==> src/rtl/mem_cmd_rr_arbiter.sv <==
// mem_cmd_rr_arbiter: round-robin sharing of one memory cmd/status port among NUM_REQ requesters, in-order tag FIFO routes status back; MEM_ARB_STATS_EN adds grant/stall counters
module mem_cmd_rr_arbiter #(
  parameter int NUM_REQ         = 2,
  parameter int ADDR_W          = 64,
  parameter int LEN_W           = 23,
  parameter int STS_W           = 8,
  parameter int MAX_OUTSTANDING = 16
) (
  input  logic                          aclk,
  input  logic                          areset,
  input  logic [NUM_REQ-1:0]            s_cmd_valid,
  output logic [NUM_REQ-1:0]            s_cmd_ready,
  input  logic [NUM_REQ*ADDR_W-1:0]     s_cmd_addr,
  input  logic [NUM_REQ*LEN_W-1:0]      s_cmd_len,
  output logic                          m_cmd_valid,
  input  logic                          m_cmd_ready,
  output logic [ADDR_W-1:0]             m_cmd_addr,
  output logic [LEN_W-1:0]              m_cmd_len,
  input  logic                          s_sts_valid,
  output logic                          s_sts_ready,
  input  logic [STS_W-1:0]              s_sts_data,
  output logic [NUM_REQ-1:0]            m_sts_valid,
  input  logic [NUM_REQ-1:0]            m_sts_ready,
  output logic [STS_W-1:0]              m_sts_data,
  output logic [$clog2(MAX_OUTSTANDING):0] outstanding,
`ifdef MEM_ARB_STATS_EN
  output logic                          sts_orphan,
  output logic [NUM_REQ*32-1:0]         grant_cnt,
  output logic [31:0]                   stall_cycles
`else
  output logic                          sts_orphan
`endif
);
  localparam int TAG_W = (NUM_REQ > 1) ? $clog2(NUM_REQ) : 1;
  localparam int PTR_W = $clog2(MAX_OUTSTANDING);
  localparam int CNT_W = PTR_W + 1;
  logic [TAG_W-1:0]     r_rr_ptr, w_sel, w_gidx, w_head, w_rr_next;
  logic [TAG_W:0]       w_sum;
  logic [2*NUM_REQ-1:0] w_rot;
  logic                 w_grant, w_empty, w_pop;
  logic                 r_m_cmd_valid, r_orphan;
  logic [ADDR_W-1:0]    r_addr;
  logic [LEN_W-1:0]     r_len;
  logic [PTR_W-1:0]     r_wptr, r_rptr;
  logic [CNT_W-1:0]     r_count;
  logic [TAG_W-1:0]     r_tags [MAX_OUTSTANDING];
  // rotate valids so bit k is requester (rr_ptr+k) mod NUM_REQ; lowest k wins
  always_comb begin
    w_rot = {s_cmd_valid, s_cmd_valid} >> r_rr_ptr;
    w_sel = '0;
    for (int k = NUM_REQ - 1; k >= 0; k--)
      if (w_rot[k]) w_sel = TAG_W'(k);
  end
  assign w_sum      = {1'b0, r_rr_ptr} + {1'b0, w_sel};
  assign w_gidx     = (w_sum >= (TAG_W+1)'(NUM_REQ)) ? TAG_W'(w_sum - (TAG_W+1)'(NUM_REQ)) : TAG_W'(w_sum);
  assign w_rr_next  = (w_gidx == TAG_W'(NUM_REQ - 1)) ? '0 : w_gidx + TAG_W'(1);
  assign w_grant    = !areset && (!r_m_cmd_valid || m_cmd_ready) &&
                      (r_count < CNT_W'(MAX_OUTSTANDING)) && (|s_cmd_valid);
  assign s_cmd_ready = w_grant ? NUM_REQ'(1) << w_gidx : '0;
  assign w_empty     = (r_count == '0);
  assign w_head      = r_tags[r_rptr];
  assign m_sts_valid = (s_sts_valid && !w_empty) ? NUM_REQ'(1) << w_head : '0;
  assign s_sts_ready = m_sts_ready[w_head] && !w_empty;
  assign m_sts_data  = s_sts_data;
  assign w_pop       = s_sts_valid && s_sts_ready;
  assign m_cmd_valid = r_m_cmd_valid;
  assign m_cmd_addr  = r_addr;
  assign m_cmd_len   = r_len;
  assign outstanding = r_count;
  assign sts_orphan  = r_orphan;
  always_ff @(posedge aclk or posedge areset) begin
    if (areset) begin
      r_m_cmd_valid <= 1'b0;
      r_addr        <= '0;
      r_len         <= '0;
      r_rr_ptr      <= '0;
      r_wptr        <= '0;
      r_rptr        <= '0;
      r_count       <= '0;
      r_orphan      <= 1'b0;
    end else begin
      if (w_grant) begin
        r_m_cmd_valid <= 1'b1;
        r_addr        <= ADDR_W'(s_cmd_addr >> (ADDR_W * int'(w_gidx)));
        r_len         <= LEN_W'(s_cmd_len >> (LEN_W * int'(w_gidx)));
        r_rr_ptr      <= w_rr_next;
      end else if (m_cmd_ready) begin
        r_m_cmd_valid <= 1'b0;
      end
      if (w_grant) r_wptr <= r_wptr + PTR_W'(1);
      if (w_pop) r_rptr <= r_rptr + PTR_W'(1);
      r_count <= r_count + CNT_W'(w_grant) - CNT_W'(w_pop);
      if (s_sts_valid && w_empty) r_orphan <= 1'b1;
    end
  end
  always_ff @(posedge aclk)
    if (w_grant) r_tags[r_wptr] <= w_gidx;
`ifdef MEM_ARB_STATS_EN
  logic [31:0] r_stall;
  for (genvar i = 0; i < NUM_REQ; i++) begin : g_cnt
    logic [31:0] r_cnt;
    always_ff @(posedge aclk or posedge areset)
      if (areset) r_cnt <= '0;
      else if (w_grant && w_gidx == TAG_W'(i) && r_cnt != '1) r_cnt <= r_cnt + 32'd1;
    assign grant_cnt[i*32 +: 32] = r_cnt;
  end
  always_ff @(posedge aclk or posedge areset)
    if (areset) r_stall <= '0;
    else if ((|s_cmd_valid) && !w_grant && r_stall != '1) r_stall <= r_stall + 32'd1;
  assign stall_cycles = r_stall;
`endif
endmodule

==> config.mk <==
export PLATFORM = sky130hd
export DESIGN_NAME = mem_cmd_rr_arbiter
export DESIGN_NICKNAME = d
export VERILOG_FILES = /design/src/rtl/mem_cmd_rr_arbiter.sv
export SDC_FILE = /design/constraint.sdc
export NUM_CORES = 1
export LEC_CHECK = 0
export CAP_MARGIN = 20
export CORE_MARGIN = 2
export CORE_UTILIZATION = 30
export DETAILED_ROUTE_END_ITERATION = 16
export PLACE_DENSITY = 0.64
export REMOVE_ABC_BUFFERS = 1
export SYNTH_ARGS = -nofsm -noshare
export SYNTH_HDL_FRONTEND = slang
export SYNTH_SLANG_ARGS = --single-unit
==> constraint.sdc <==
create_clock -name aclk -period 8.96 [get_ports aclk]
set_clock_uncertainty 0.05 [all_clocks]
set_input_delay 1.792 -clock aclk [delete_from_list [all_inputs] [get_ports aclk]]
set_output_delay 1.792 -clock aclk [all_outputs]
set_load 0.005 [all_outputs]
==> impl_metrics.py <==
metrics = {
    "pwr": {
        "leakagePower_nw": 4.10,
        "peakVddDrop_mv": 0.137,
        "p_per_area_nw_per_um2": 303,
        "p_total_mw": 2.80,
    },
    "timing": {
        "timing.hold.ws_ns": 0.419,
        "final.period_utilization_pct": 63.6,
        "worst_slew_pin_slew_ns": 0.932,
        "rsz0062_at_grt": "no",
        "hold_violations": 0,
        "period_needed_ns": 5.70,
        "maxSlewViolCount": 0,
        "setup_viol": 0,
        "max_slew_margin_pct": 37.8,
        "fmax_ghz": 0.175,
    },
    "job": {
        "drv_cap": 0,
    },
    "cells_and_area": {
        "final_cell_mix": "clkdlybuf4s50_1 (280), dfrtp_1 (103), nand2_1 (91)",
        "area_delta_synth_final_pct": 64.3,
        "layout_commonest_cell": "clkdlybuf4s50_1",
        "n_antenna_cell": 0,
        "nets": 978,
        "nFillCells": 1690,
        "drive_gt1_share_pct": 6.21,
    },
    "critical_path": {
        "timing.critical_path.to": "s_cmd_ready[0]",
        "rr_startpoint": "r_rptr[1]",
        "cp.required_ns": 7.12,
        "crit_start": "s_cmd_valid[0]",
        "worstSetupStartpointType": "input pin",
        "critPathMaxFanout": 87,
        "reg2regPathDepth": 12,
        "worstPathArrival_ns": 3.86,
        "r2r_end": "outstanding[4]",
        "rrSetupSlack_ns": 5.51,
        "critPathKind": "input pin to output pin",
        "end_kind": "output pin",
    },
    "placement": {
        "place_congestion": 0.828,
        "dp_hpwl_um": 11400,
        "port_buffers": 280,
    },
    "logic_synthesis": {
        "synthAdderAreaFrac_pct": 2.81,
        "synthMuxAreaShare_pct": 18.6,
        "synthCells": 510,
        "synth_compound_gate_area_share_pct": 8.61,
        "async_reset_ff_share_pct": 86.6,
        "synth-simple-area-share_pct": 10.3,
        "synth_ff_type": "dfrtp_1",
        "ys_ff_latch": 119,
        "synth_area_leaders": "dfrtp_1 (46%), mux2i_1 (16%), edfxtp_1 (8.6%)",
        "synth_xor_xnor_area_share_pct": 1.40,
        "synth_top_area_share_pct": 45.9,
        "yosysWarnings": 0,
        "yosys.area.top_type": "dfrtp_1",
        "synth_cell_types": 33,
        "syn_area_um2": 5610,
        "seq_area_frac_synth_pct": 54.5,
        "avgSynthCellArea_um2": 11.0,
        "synth_top_family_by_area": "multiplexers",
        "synth_edf_count": 16,
    },
    "route": {
        "drc": 0,
        "routed-via-count": 4610,
        "antenna_left": 0,
        "wl_um": 15100,
        "routedWlPerCell_um": 14.7,
        "drt-pass1-iter-count": 4,
        "avgViaCountPerCell": 4.51,
        "drt_iter0_markers": 133,
    },
    "clock_tree": {
        "cts-resized-gates": 0,
        "htreeDepth": 4,
        "cts_setup_buffers": 0,
        "cts_buffer_depth": 2,
        "cts.sink_count": 119,
        "clkLatencyLatePin_ns": 0.41,
        "tritoncts": "built",
        "postCtsHoldBufs": 0,
        "clkTransAtPathRegs_ns": 0.05,
        "root_buffer": "clkbuf_16",
        "cts_buffers": 17,
    },
    "global_routing": {
        "grt_overflow": 0,
        "grt.total_usage_pct": 15.5,
        "grt_pass1_wl_um": 24200,
        "grt_pass1_vias": 4745,
        "grt_max_degree": 94,
        "antenna_found_initial": 0,
    },
    "die": {
        "initial_core_util_pct": 30.3,
        "rows": 50,
        "die_area_um2": 19800,
        "num_io_pins": 297,
        "die_y_um": 141,
        "die_w_um": 141,
        "coreArea_um2": 18500,
    },
    "run_status": {
        "status": "finished clean",
    },
    "hold_path": {
        "hold_path_class": "flip-flop to flip-flop",
    },
}
==> logic make-up after synthesis <==
group	after synthesis
xor+xnor	9
mux	96
buf+inv	47
fa+ha+maj	12
simple gates	132
flops	119
compound gates	95
==> report_power, final <==
group	internal, mW	switching [mW]
clock network	0.476	0.242
registers	0.781	0.146
logic	0.678	0.472
==> worst min path at each step <==
stage / from / end / slack, ns / cells past startpoint
2_1_floorplan: sts_orphan / sts_orphan / 0.40 / 1
3_3_place_gp: sts_orphan / sts_orphan / 0.40 / 1
3_5_place_dp: sts_orphan / sts_orphan / 0.41 / 1
4_1_cts: sts_orphan / sts_orphan / 0.43 / 1
5_1_grt: sts_orphan / sts_orphan / 0.45 / 1
6_report: sts_orphan / sts_orphan / 0.42 / 1
==> routing by layer <==
layer | up-vias | wire (um) | GRT usage (%) | share of wire, %
li1 | 2286 | - | - | -
met3 | 10 | 1320 | 6.66 | 8.8
met5 | - | 0 | 0 | 0
met2 | 192 | 7450 | 26.2 | 49
met1 | 2122 | 6190 | 18.3 | 41
met4 | 0 | 110 | 3.95 | 0.73
==> cell usage after synthesis (2+ instances only) <==
library cell / n
clkbuf_1: 29
o21ai_1: 90
and2_1: 13
dfrtp_1: 103
inv_1: 8
nor3_1: 2
nor2_1: 11
nor2b_1: 2
and3_1: 5
ha_1: 11
a21o_1: 2
buf_4: 8
xor2_1: 4
mux2i_1: 88
nand2b_1: 2
a21oi_1: 2
mux4_2: 5
nand2_1: 91
edfxtp_1: 16
xnor2_1: 5
==> worst max-delay path: stages <==
cell	delay, ns
clkdlybuf4s50_1	0.47
nor2_1	0.16
nor4_2	0.06
buf_4	0.18
inv_4	0.55
nor2_1	0.10
clkdlybuf4s50_1	0.47
==> metrics by stage <==
step	util (%)	cell area (um2)	setup WS, ns	instances	TNS (ns)
global placement	46.3	8580	3.25	991	0
CTS	49.8	9220	3.25	1023	0
floorplan	-	5430	-1.19	472	-4.65
finish	49.8	9220	3.26	1023	0
global route	49.8	9220	3.08	1023	0
detailed placement	46.3	8580	3.25	991	0
==> registers in the layout (all words and copies together), names as in the netlist <==
name / flops
sts_orphan: 1
outstanding: 5
r_rptr: 4
m_cmd_addr: 64
r_tags: 16
m_cmd_len: 23
r_wptr: 4
m_cmd_valid: 1
r_rr_ptr: 1
==> final cells by class <==
| type | count | area [um2] | area share, % |
|---|---|---|---|
| multi-input combinational | 344 | 2350 | 25.5 |
| clock buffer | 22 | 495 | 5.38 |
| clock inverter | 10 | 141 | 1.53 |
| inverter | 9 | 38.8 | 0.421 |
| sequential | 119 | 3060 | 33.2 |
| tap | 234 | 293 | 3.18 |
| timing repair buffer | 285 | 2840 | 30.8 |
(Power assumes the default switching activity.)
